<file path="src/rtl/line_fill_arbiter.sv">
// line_fill_arbiter: two-port round-robin arbiter that turns line requests
// into four-beat memory bursts (write-back or fill) and steers read returns
// back to the granted requester through an RD_LAT-deep return tracker.
module line_fill_arbiter #(
  parameter int unsigned RD_LAT = 2
) (
  input  logic        clk,
  input  logic        rst,
  input  logic        req0,
  input  logic        req1,
  input  logic        we0,
  input  logic        we1,
  input  logic [15:0] addr0,
  input  logic [15:0] addr1,
  input  logic [15:0] wdata0,
  input  logic [15:0] wdata1,
  output logic        gnt0,
  output logic        gnt1,
  output logic        wack0,
  output logic        wack1,
  output logic        rvalid0,
  output logic        rvalid1,
  output logic        done0,
  output logic        done1,
  output logic [1:0]  beat,
  output logic [1:0]  rbeat,
  output logic [15:0] rdata,
  output logic [15:0] mem_addr,
  output logic [15:0] mem_data_in,
  output logic        mem_rd,
  output logic        mem_wr,
  input  logic [15:0] mem_data_out,
  input  logic        mem_stall,
  input  logic        mem_err,
  output logic        err
);

  localparam int unsigned ADDR_W = 16;
  localparam int unsigned DATA_W = 16;
  localparam int unsigned LINE_W = 13;
  localparam int unsigned BEAT_W = 2;
  localparam int unsigned PIPE_W = BEAT_W * RD_LAT;

  localparam logic [1:0] ST_IDLE  = 2'd0;
  localparam logic [1:0] ST_ISSUE = 2'd1;
  localparam logic [1:0] ST_DRAIN = 2'd2;
  localparam logic [1:0] ST_DONE  = 2'd3;

  localparam logic [BEAT_W-1:0] LAST_BEAT = BEAT_W'(3);

  // Burst control state
  logic [1:0]        state_q, state_d;
  logic              port_q,  port_d;   // port owning the current burst
  logic              ptr_q,   ptr_d;    // round-robin preference
  logic              we_q,    we_d;
  logic [LINE_W-1:0] line_q,  line_d;
  logic [BEAT_W-1:0] beat_q,  beat_d;
  logic              err_q,   err_d;

  // Read-return tracker: valid bits and beat indices shifted once per cycle
  logic [RD_LAT-1:0] rv_q, rv_d;
  logic [PIPE_W-1:0] rb_q, rb_d;

  logic              any_req;
  logic              pick;
  logic [ADDR_W-1:0] pick_addr;
  logic              in_idle;
  logic              in_issue;
  logic              accept;
  logic              acc_rd;
  logic              head_vld;
  logic [BEAT_W-1:0] head_beat;
  logic              unused_addr_bits;

  // Arbitration: the pointer breaks ties, a lone request always wins
  assign any_req   = req0 | req1;
  assign pick      = (req0 & req1) ? ptr_q : req1;
  assign pick_addr = pick ? addr1 : addr0;
  assign unused_addr_bits = ^pick_addr[2:0];

  assign in_idle   = (state_q == ST_IDLE);
  assign in_issue  = (state_q == ST_ISSUE);
  assign accept    = in_issue & ~mem_stall;
  assign acc_rd    = accept & ~we_q;

  assign head_vld  = rv_q[RD_LAT-1];
  assign head_beat = rb_q[PIPE_W-1 -: BEAT_W];

  // State register
  always_ff @(posedge clk) begin
    if (rst) begin
      state_q <= ST_IDLE;
      port_q  <= 1'b0;
      ptr_q   <= 1'b0;
      we_q    <= 1'b0;
      line_q  <= '0;
      beat_q  <= '0;
      err_q   <= 1'b0;
      rv_q    <= '0;
      rb_q    <= '0;
    end else begin
      state_q <= state_d;
      port_q  <= port_d;
      ptr_q   <= ptr_d;
      we_q    <= we_d;
      line_q  <= line_d;
      beat_q  <= beat_d;
      err_q   <= err_d;
      rv_q    <= rv_d;
      rb_q    <= rb_d;
    end
  end

  // Next-state logic for the burst sequencer and sticky error
  always_comb begin
    state_d = state_q;
    port_d  = port_q;
    ptr_d   = ptr_q;
    we_d    = we_q;
    line_d  = line_q;
    beat_d  = beat_q;
    err_d   = err_q;
    case (state_q)
      ST_IDLE: begin
        if (any_req) begin
          port_d  = pick;
          we_d    = pick ? we1 : we0;
          line_d  = pick_addr[ADDR_W-1:3];
          beat_d  = '0;
          state_d = ST_ISSUE;
        end
      end
      ST_ISSUE: begin
        if (mem_err) begin
          err_d = 1'b1;
        end
        if (!mem_stall) begin
          beat_d = beat_q + BEAT_W'(1);
          if (beat_q == LAST_BEAT) begin
            state_d = we_q ? ST_DONE : ST_DRAIN;
          end
        end
      end
      ST_DRAIN: begin
        if (mem_err) begin
          err_d = 1'b1;
        end
        if (head_vld && (head_beat == LAST_BEAT)) begin
          state_d = ST_DONE;
        end
      end
      ST_DONE: begin
        ptr_d   = ~port_q;
        state_d = ST_IDLE;
      end
      default: begin
        state_d = ST_IDLE;
      end
    endcase
  end

  // Return tracker shifts every cycle so returns ignore later stalls
  always_comb begin
    rv_d = RD_LAT'({rv_q, acc_rd});
    rb_d = PIPE_W'({rb_q, (acc_rd ? beat_q : BEAT_W'(0))});
  end

  // Output decode: requester handshakes and memory command
  always_comb begin
    logic gnt_on;
    logic gnt_port;
    gnt0        = 1'b0;
    gnt1        = 1'b0;
    wack0       = 1'b0;
    wack1       = 1'b0;
    rvalid0     = 1'b0;
    rvalid1     = 1'b0;
    done0       = 1'b0;
    done1       = 1'b0;
    rbeat       = '0;
    rdata       = '0;
    mem_addr    = '0;
    mem_data_in = '0;
    mem_rd      = 1'b0;
    mem_wr      = 1'b0;

    gnt_on   = ~in_idle | any_req;
    gnt_port = in_idle ? pick : port_q;
    gnt0     = gnt_on & ~gnt_port;
    gnt1     = gnt_on &  gnt_port;

    wack0    = accept & we_q & ~port_q;
    wack1    = accept & we_q &  port_q;

    rvalid0  = head_vld & ~port_q;
    rvalid1  = head_vld &  port_q;
    if (head_vld) begin
      rbeat = head_beat;
      rdata = mem_data_out;
    end

    done0    = (state_q == ST_DONE) & ~port_q;
    done1    = (state_q == ST_DONE) &  port_q;

    if (in_issue) begin
      mem_addr = {line_q, beat_q, 1'b0};
      mem_rd   = ~we_q;
      mem_wr   = we_q;
      if (we_q) begin
        mem_data_in = DATA_W'(port_q ? wdata1 : wdata0);
      end
    end
  end

  assign beat = beat_q;
  assign err  = err_q;

  // Memory strobes are mutually exclusive
  a_strobe_excl: assert property (@(posedge clk) disable iff (rst) !(mem_rd && mem_wr));

endmodule

</file>
<file path="config.mk">
export PLATFORM = sky130hd
export DESIGN_NAME = line_fill_arbiter
export DESIGN_NICKNAME = d
export VERILOG_FILES = /design/src/rtl/line_fill_arbiter.sv
export SDC_FILE = /design/constraint.sdc
export NUM_CORES = 1
export LEC_CHECK = 0
export BUFFER_PORTS_ARGS = -buffer_cell sky130_fd_sc_hd__buf_2
export CAP_MARGIN = 20
export CORE_MARGIN = 3
export CORE_UTILIZATION = 38
export CTS_CLUSTER_DIAMETER = 50
export DETAILED_ROUTE_END_ITERATION = 8
export PLACE_DENSITY = 0.84
export RECOVER_POWER = 100
export SLEW_MARGIN = 20
export SYNTH_ARGS = -nofsm -noshare
export SYNTH_HDL_FRONTEND = slang
export SYNTH_SLANG_ARGS = --single-unit
</file>
<file path="constraint.sdc">
create_clock -name clk -period 2 [get_ports clk]
set_clock_uncertainty 0.15 [all_clocks]
set_input_delay 0.2 -clock clk [delete_from_list [all_inputs] [get_ports clk]]
set_output_delay 0.2 -clock clk [all_outputs]
set_load 0.02 [all_outputs]
</file>
==> results.md <==
* Syn Std Cell Area at 1770 um2
* Antenna violations before repair at 0
* Clk slew on worst S/H paths at 0.08 ns
* Syn. warnings at 0
* Sw Share at 42.9%
* Die X at between 70 and 80 um
* Comb power frac at a little over half
* Post-detail-place hpwl at 3930 um
* Max-Cap Viols at 0
* Hold Buf Count CTS at 0
* IO Count at 151
* Clock Latency Late Sink at between 0.2 and 0.3 ns
* Mean area per synthesized cell at 8.55 um2
* Core Area at 4410 um2
* Largest net degree at the start of global routing at 29
* Result of the run: completed
* Drc violations at 0
* Critical path buffer and inverter count at 2
* Nets at 441
* Final-layout fill cell count at roughly 440
* # diodes at 0
* Cells along the critical path: inv_2, ha_1, nand2_4, nor2_1, clkbuf_1
* Num CTS Buffers at 3
* Family with the most delay on the worst path: flip-flops
* First-pass GRT wire length at 6780 um
* WP data arrival at 1.54 ns
* Clock share of power at 12.7%
* TritonCTS clock tree: done
* Final worst slack at approximately 0.11 ns
* Post-synthesis sequential area ratio at 30.5%
* Post-CTS Repair Setup Buffers at 0
* Combined area of the multi-input logic cells at 1130 um2
* Final setup TNS at 0 ns
* Total clock sinks at 27
* Register Area at 543 um2
* Max Root-Sink Buffers at 2
* Most frequent cells in the layout: 95 x buf_2, 38 x nor2_1, 32 x mux2i_1
* Pwr Density at 918 nW/um2
* Hold Crit Class: input pin to register
* Core Util, Final at 57.5%
* Max Slew Vio Count at 0
* Netlist cell types at 29
* Share of layout cells above drive strength 1 at between 40% and 50%
* Routability Congestion at 0.817
* Global-route usage over all layers at 15.3%
* Synth Register Bits at 27
* Synth-to-layout area growth at 43.3%
* Commonest non-fill, non-tap cell in the layout: buf_2
* Worst-path cell with the longest stage delay: dfxtp_2
* Die H at 74.3 um
* Initial core utilization at 40.1%
* Final hold vios at 0
* Syn Nets at 301
* Root buffer cell: clkbuf_8
* Peak Freq at around 530 MHz
* Vias per inst at 4.66
* Routed wire length at 4750 um
* Overall power at 2.33 mW
* Synth Instances at 207
* Placement row count at 24
* Place WS at 0.164 ns
* WP data required at 1.65 ns
* Worst ir drop on vdd at approximately 0.00056 V
* PortBufs at 143
* Fin crit share at 94.4%
* Vias after detailed routing at approximately 1,900
* Grt total ovfl at 0
* Antenna viol nets, final at 0
* Final count of negative-setup-slack endpoints at 0
* LEAKAGE at 1.29 nW
* Worst setup SP type: register
* P_sw at roughly 1.0 mW
* Die ar. at 5510 um2
* CP max stage delay at 0.36 ns
* Worst Max-Slew Pin Slew at 0.514 ns
* RSZ-0062 raised after global routing: false
* H-tree depth at 1
* Sequential share of power at 33.4%
* Cell-internal power at approximately 1.3 mW
* Vias in the first global route at 1,605
* Critical Path Sink Type: primary output
* Max_slew headroom at 65.8%
* Worst-path fanout max at 16
* Initial drt markers at 26
* Tmin final at about 1.9 ns
* Router iterations before antenna repair at 4
* Crit Path Class: register to primary output
* Avg WL per Cell at 11.9 um
==> final timing paths <==
path	from	to	slack, ns	depth (start not counted)
hold / removal	mem_err	err$_SDFFE_PP0P_	0.04	3
setup reg to reg	state_q[1]$_SDFFE_PP0P_	line_q[9]$_SDFFE_PP0P_	0.22	7
hold reg to reg	rb_q[1]$_SDFF_PP0_	rb_q[3]$_SDFF_PP0_	0.29	1
setup / recovery	state_q[1]$_SDFFE_PP0P_	mem_data_in[2]	0.11	5
==> synthesized netlist by cell type, drive strengths merged <==
master	n	share of area [%]
nor2	39	8.7
and2	37	13
mux2i	32	18
dfxtp	27	31
a211oi	14	8.5
buf	7	3.0
clkbuf	7	1.5
ha	6	4.2
inv	6	1.3
nor2b	6	2.1
o21ai	5	2.0
a21oi	3	0.85
nand2	3	0.64
nor3	3	0.85
nor3b	3	1.3
nand3	2	0.57
a211o	1	0.49
a221o	1	0.57
a22oi	1	0.42
conb	1	0.21
nand2b	1	0.35
o31ai	1	0.42
or2	1	0.35
==> cell type report <==
type                            count  area share [%]
Timing Repair Buffer              149            28.8
Tap cell                           52            2.56
Clock buffer                        4            1.78
Inverter                            6           0.986
Multi-Input combinational cell    160            44.5
Sequential cell                    27            21.4
==> layer usage <==
layer | GRT usage (%) | share of wire, %
met1 | 17.6 | 40
met5 | 0 | 0
met4 | 3.16 | 0.57
met3 | 2.70 | 8.4
met2 | 29.2 | 52
==> logic make-up after synthesis <==
logic type | after synthesis | share of synthesized area [%]
AND/OR/NAND/NOR | 95 | 27.9
multiplexers | 32 | 18.1
flip-flops | 27 | 30.5
AO/OA/AOI/OAI | 26 | 13.3
buffers and inverters | 20 | 5.72
adder cells (fa/ha/maj) | 6 | 4.24
other | 1 | 0.212
==> power groups by stage <==
stage	clock (mW)	combinational [mW]	sequential (mW)
final	0.296	1.26	0.777
after global routing	0.330	1.39	0.799
after CTS	0.320	1.35	0.767
after detailed placement	0	1.31	0.777
after global placement	0	1.28	0.767
after floorplan	0	0.914	0.761
==> registers in the layout (all words and copies together), names as in the netlist <==
signal,cells
port_q,1
rv_q,2
err,1
rb_q,4
we_q,1
beat,2
line_q,13
state_q,2
ptr_q,1
==> per-stage QoR <==
stage               hold WS [ns]  cell area (um2)  cells
floorplan                  0.142             1770    207
global placement           0.270             2540    394
detailed placement         0.276             2540    394
CTS                       0.0174             2600    398
global route              0.0541             2540    398
finish                    0.0353             2540    398
==> what timing repair did <==
item                       4_1_cts  5_1_grt
pin swaps                        0        0
setup endpoints to repair       17       17
resized for setup                4        5
gates cloned                     0        0
==> worst min-delay path: cells and delay by family <==
family                 cells  cell delay (ns)
AO/OA/AOI/OAI              1             0.05
buffers and inverters      1             0.08
AND/OR/NAND/NOR            1             0.08
Power figures use the tool's default switching activity.
